===== config.mk =====
export PLATFORM = sky130hd
export DESIGN_NAME = text_buffer_writer
export DESIGN_NICKNAME = d
export VERILOG_FILES = /design/src/rtl/text_console_pkg.sv /design/src/rtl/text_cursor_blink.sv /design/src/rtl/text_buffer_writer.sv
export SDC_FILE = /design/constraint.sdc
export NUM_CORES = 2
export LEC_CHECK = 0
export BUFFER_PORTS_ARGS = -buffer_cell sky130_fd_sc_hd__buf_2
export CAP_MARGIN = 20
export CORE_AREA = 2 2 411 413
export CTS_CLUSTER_DIAMETER = 40
export DETAILED_ROUTE_END_ITERATION = 7
export DIE_AREA = 0 0 413 415
export SYNTH_ARGS = -nofsm -noshare
export SYNTH_HDL_FRONTEND = slang
export SYNTH_SLANG_ARGS = --single-unit
export TNS_END_PERCENT = 20

===== constraint.sdc =====
create_clock -name clk -period 3.9 [get_ports clk]
set_input_delay 0.585 -clock clk [delete_from_list [all_inputs] [get_ports clk]]
set_output_delay 0.585 -clock clk [all_outputs]
set_load 0.02 [all_outputs]

===== src/rtl/text_console_pkg.sv =====
// Shared constants, FSM state type and cell addressing for the 4x32 text console.
package text_console_pkg;

  localparam int COLS   = 32;
  localparam int ROWS   = 4;
  localparam int CHAR_W = 8;
  localparam int ROW_W  = COLS * CHAR_W;
  localparam int FLAT_W = ROWS * ROW_W;

  localparam logic [7:0] CH_SPACE  = 8'h20;
  localparam logic [7:0] CH_BS     = 8'h08;
  localparam logic [7:0] CH_LF     = 8'h0A;
  localparam logic [7:0] CH_CR     = 8'h0D;
  localparam logic [7:0] CH_FF     = 8'h0C;
  localparam logic [7:0] CH_CURSOR = 8'h5F;

  typedef enum logic [1:0] {
    IDLE   = 2'd0,
    SCROLL = 2'd1,
    CLEAR  = 2'd2
  } state_t;

  // Row 0 / column 0 sits in the most significant byte of the flat vector.
  function automatic int cell_hi(input logic [1:0] r, input logic [4:0] c);
    return FLAT_W - 1 - int'(r) * ROW_W - int'(c) * CHAR_W;
  endfunction

endpackage


===== src/rtl/text_cursor_blink.sv =====
// Free-running blink timer: phase_o toggles every BLINK_CYCLES clocks.
module text_cursor_blink
  import text_console_pkg::*;
#(
  parameter int BLINK_CYCLES = 12_500_000
) (
  input  logic clk,
  input  logic rst_n,
  output logic phase_o
);

  localparam int CW = (BLINK_CYCLES > 1) ? $clog2(BLINK_CYCLES) : 1;
  localparam logic [CW-1:0] LAST = CW'(BLINK_CYCLES - 1);

  logic [CW-1:0] cnt_q, cnt_d;
  logic          phase_q, phase_d;

  always_comb begin
    cnt_d   = cnt_q + CW'(1);
    phase_d = phase_q;
    if (cnt_q == LAST) begin
      cnt_d   = '0;
      phase_d = ~phase_q;
    end
  end

  always_ff @(posedge clk) begin
    if (!rst_n) begin
      cnt_q   <= '0;
      phase_q <= 1'b0;
    end else begin
      cnt_q   <= cnt_d;
      phase_q <= phase_d;
    end
  end

  assign phase_o = phase_q;

endmodule


===== src/rtl/text_buffer_writer.sv =====
// Byte-stream to 4x32 text buffer writer with wrap, backspace, newline, scroll and clear.
// Optional blinking cursor overlay is enabled by defining TEXT_CURSOR_EN.
module text_buffer_writer
  import text_console_pkg::*;
#(
  parameter int BLINK_CYCLES = 12_500_000
) (
  input  logic              clk,
  input  logic              rst_n,
  input  logic              in_valid,
  input  logic [7:0]        in_data,
  output logic              in_ready,
  output logic [FLAT_W-1:0] ascii_flat,
  output logic [1:0]        cursor_row,
  output logic [4:0]        cursor_col,
  output state_t            state_o
);

  // Handshake: a byte transfers on a rising edge where in_valid && in_ready;
  // in_ready depends only on state, and the producer must hold in_data stable
  // with in_valid high until that edge.

  logic [FLAT_W-1:0] buf_q, buf_d;
  logic [1:0]        row_q, row_d;
  logic [4:0]        col_q, col_d;
  logic [1:0]        k_q, k_d;
  state_t            state_q, state_d;

  if (BLINK_CYCLES < 1) begin : g_bad_blink
    $error("BLINK_CYCLES must be positive");
  end

  always_comb begin
    buf_d   = buf_q;
    row_d   = row_q;
    col_d   = col_q;
    k_d     = k_q;
    state_d = state_q;
    case (state_q)
      IDLE: begin
        if (in_valid) begin
          if (in_data >= 8'h20 && in_data <= 8'h7E) begin
            buf_d[cell_hi(row_q, col_q) -: CHAR_W] = in_data;
            if (col_q == 5'd31) begin
              col_d = 5'd0;
              if (row_q == 2'd3) begin
                state_d = SCROLL;
                k_d     = 2'd0;
              end else begin
                row_d = row_q + 2'd1;
              end
            end else begin
              col_d = col_q + 5'd1;
            end
          end else begin
            case (in_data)
              CH_CR, CH_LF: begin
                col_d = 5'd0;
                if (row_q == 2'd3) begin
                  state_d = SCROLL;
                  k_d     = 2'd0;
                end else begin
                  row_d = row_q + 2'd1;
                end
              end
              CH_BS: begin
                if (col_q != 5'd0) begin
                  col_d = col_q - 5'd1;
                  buf_d[cell_hi(row_q, col_q - 5'd1) -: CHAR_W] = CH_SPACE;
                end else if (row_q != 2'd0) begin
                  row_d = row_q - 2'd1;
                  col_d = 5'd31;
                  buf_d[cell_hi(row_q - 2'd1, 5'd31) -: CHAR_W] = CH_SPACE;
                end
              end
              CH_FF: begin
                state_d = CLEAR;
                k_d     = 2'd0;
              end
              default: ;
            endcase
          end
        end
      end
      SCROLL: begin
        // One row moves up per cycle; the last cycle blanks the bottom row.
        for (int r = 0; r < ROWS - 1; r++) begin
          if (k_q == 2'(r))
            buf_d[cell_hi(2'(r), 5'd0) -: ROW_W] = buf_q[cell_hi(2'(r + 1), 5'd0) -: ROW_W];
        end
        if (k_q == 2'd3) begin
          buf_d[cell_hi(2'd3, 5'd0) -: ROW_W] = {COLS{CH_SPACE}};
          state_d = IDLE;
        end
        k_d = k_q + 2'd1;
      end
      CLEAR: begin
        for (int r = 0; r < ROWS; r++) begin
          if (k_q == 2'(r))
            buf_d[cell_hi(2'(r), 5'd0) -: ROW_W] = {COLS{CH_SPACE}};
        end
        if (k_q == 2'd3) begin
          row_d   = 2'd0;
          col_d   = 5'd0;
          state_d = IDLE;
        end
        k_d = k_q + 2'd1;
      end
      default: state_d = IDLE;
    endcase
  end

  always_ff @(posedge clk) begin
    if (!rst_n) begin
      buf_q   <= {(ROWS * COLS){CH_SPACE}};
      row_q   <= 2'd0;
      col_q   <= 5'd0;
      k_q     <= 2'd0;
      state_q <= IDLE;
    end else begin
      buf_q   <= buf_d;
      row_q   <= row_d;
      col_q   <= col_d;
      k_q     <= k_d;
      state_q <= state_d;
    end
  end

  assign in_ready   = (state_q == IDLE);
  assign cursor_row = row_q;
  assign cursor_col = col_q;
  assign state_o    = state_q;

`ifdef TEXT_CURSOR_EN
  logic blink_phase;

  text_cursor_blink #(
    .BLINK_CYCLES(BLINK_CYCLES)
  ) u_blink (
    .clk    (clk),
    .rst_n  (rst_n),
    .phase_o(blink_phase)
  );

  // Overlay only touches the output view; the stored cell keeps its character.
  always_comb begin
    ascii_flat = buf_q;
    if (blink_phase && state_q == IDLE)
      ascii_flat[cell_hi(row_q, col_q) -: CHAR_W] = CH_CURSOR;
  end
`else
  assign ascii_flat = buf_q;
`endif

endmodule


==> results.md <==
* Final wirelength at 321,200 um
* Clock slew at reported path FFs at around 60 ps
* Count of cell types in the netlist at 86
* Syn Inst Count at 5,745
* Peak supply drop at 0.4249 mV
* CTS tree: built
* Die width at roughly 410 um
* ANT nets after route at 0
* Layout Nets at 6,865
* Number of remaining DRC errors at 3
* Vert. Die Dim at 415 um
* Sequential share of the synthesized area at 0.4255
* Vias in the first global route at 53,910
* Vias post-DR at 58,160
* GRT Residual Overflow at 0
* Final Cycle Share at 0.9552
* Failing checks: DRC
* Slew at the pin closest to its max-slew limit at 1244 ps
* Worst min path class: in -> reg
* Core area at 166,700 um2
* HP Start: rst_n
* EDFF count, synth at 0
* Status: finished with violations
* Drt pass-1 iters at 8
* Worst setup path category: reg -> reg
* Final Max Slew Viols at 0
* Htree depth at 4
* Initial Util at 0.2922
* Hold path cells at 3
* IO Pins at roughly 1,000
* Ys async rst share at 0
* Hold-fix buffers, CTS at 0
* Power Density at 448.1 nW/um2
* Worst Path Arrival at between 4000 and 5000 ps
* WL per Instance at 34.97 um
* Seq cells post-synth at 1,035
* FMAX at 268.4 MHz
* Post-CTS Setup Bufs at 0
* RSZ-0062 raised after global routing: false
* Leakage at 24.69 nW
* Skew-Pair Late Insertion Delay at 850 ps
* Setup TNS at 0 ps
* CP Capture Type: flop
* Endpoints failing hold at 0
* Share of cells above drive strength 1 at 0.2663
* Synth Area per Inst at 8.476 um2
* IO Port Bufs at 1,044
* Global-route wire length before repair at 437,400 um
* R2R setup slack at 170 ps
* Root buffer cell: clkbuf_16
* Hold slack at 167.8 ps
* Initial drt markers at 8,435
* Reg area at ~21,000 um2
* Area Overhead vs Synth at 32.54%
* Post-synth design cell area at 48,700 um2
* DIE AREA at between 150,000 and 200,000 um2
* Vias/cell at 6.331
* Cts repair resizes at 0
* CP startpoint kind: flop
* YS warnings at 0
* GR Util All Layers at 0.3562
* R2R cell count at 8
* Worst Path Required at ~4600 ps
* Syn nets at 5,777
* FF-to-FF Start: cursor_col[0]
* Largest net degree at the start of global routing at 136
* Initial antenna violation count at 9
* Min Tclk post-route at ~3700 ps
* Filler cells at 17,110
* # setup viols final at 0
* Multi-input gate area at 26,040 um2
* CTS Buffer Depth at 3
* Row Count at 150
* Crit path max fanout at 27
* Total clock sinks at approximately 1,000
* Post-DP HPWL at 242,100 um
* Num CTS Buffers at 173
* Ys flop type: dfxtp_1
* Final RePlAce weighted congestion at 0.9699
* Total Power at 28.92 mW
* Clock Skew at ~55 ps
* Max-slew headroom at 0.1653
* Maxcap violations at 0
==> where the power goes <==
group	switching (mW)	internal, mW	leakage [nW]
registers	0.0751	10.6	8.35
clock network	6.23	10.2	2.99
logic	1.39	0.376	13.4
==> Yosys cell counts (all sizes together), types with 27 or more instances <==
cell	instances	area share
a211oi	35	0.0065
and2	35	0.0045
nand4	31	0.0040
a22oi	521	0.080
o2bb2ai	397	0.071
a32o	72	0.015
a21oi	130	0.013
nand2	471	0.036
o22ai	183	0.024
or2	27	0.0035
clkbuf	428	0.033
nand2b	31	0.0040
o211ai	30	0.0049
buf	79	0.0073
inv	94	0.0072
o21ai	435	0.045
a31oi	47	0.0060
dfxtp	1035	0.43
a32oi	98	0.018
o31ai	53	0.0082
a22o	133	0.024
o2111ai	33	0.0059
and3	131	0.017
nor3	113	0.012
nand3	153	0.016
nor2	590	0.045
nor4	30	0.0045
==> layout by cell type, fill, tap and decap left out, types with 29 or more instances in the layout <==
cell type / instances
buf_12: 31
o21ai_0: 420
buf_4: 343
o2bb2ai_1: 397
and2_1: 31
o211ai_1: 29
o2111ai_1: 33
a32o_1: 72
dfxtp_1: 1028
a32oi_1: 98
nand2b_1: 31
a31oi_1: 47
a22oi_1: 521
nand2_1: 468
a22o_1: 133
nor2_1: 581
a21oi_1: 129
o22ai_1: 182
and3_1: 130
o31ai_1: 49
inv_1: 94
buf_2: 1043
nand3_1: 151
nor3_1: 105
nand4_1: 31
clkbuf_16: 174
==> worst max-delay path, stage by stage, from the launching register on <==
cell	delay, ps
dfxtp_2	320
buf_4	500
ha_1	350
and2_1	590
nand2_1	310
o32ai_1	600
o2111ai_1	530
a22oi_1	310
nor2_1	60
==> metal layers <==
layer,up-vias,global-route usage,wire (um)
met3,943,0.1127,36520
met4,4,0.2210,23290
met5,-,0,29
li1,24310,-,-
met1,28680,0.4425,123100
met2,4229,0.5321,138300
==> per-stage QoR <==
step,std cells,utilization,setup WS (ps),area [um2]
after floorplan,5745,-,393.8,48700
after global placement,8859,0.3499,144.4,58310
after detailed placement,8860,0.3500,65.47,58320
after CTS,9180,0.3870,157.1,64500
after global routing,9183,0.3872,109.8,64530
final,9187,0.3873,174.8,64540
==> area by class of cell <==
class	instances	area share
sequential	1035	0.3213
clock inverter	123	0.02528
timing repair buffer	1420	0.1310
clock buffer	197	0.07035
tap	2204	0.04273
antenna	5	0.0001939
inverter	96	0.005700
multi-input combinational	4107	0.4035
==> worst max path at each step <==
stage	slack (ps)	end	depth (start not counted)	startpoint
final	170	flop	8	cursor_col[0]
after global routing	110	flop	10	cursor_col[1]
after CTS	160	flop	9	cursor_col[0]
after detailed placement	70	flop	10	in_data[0]
after global placement	140	flop	10	in_data[0]
after floorplan	390	flop	13	cursor_col[0]
==> cells by family (layout without fill, tap and decap cells) <==
logic type | Yosys count | after routing | synth area share
mux | 3 | 3 | 0.0006167
xor+xnor | 3 | 3 | 0.0005397
buf+inv | 603 | 1836 | 0.04769
other cells | 0 | 5 | 0
flops | 1035 | 1035 | 0.4255
fa+ha+maj | 21 | 21 | 0.005396
compound gates | 2338 | 2338 | 0.3532
simple gates | 1742 | 1742 | 0.1670
Note: power is estimated with default switching activity, not from simulation.
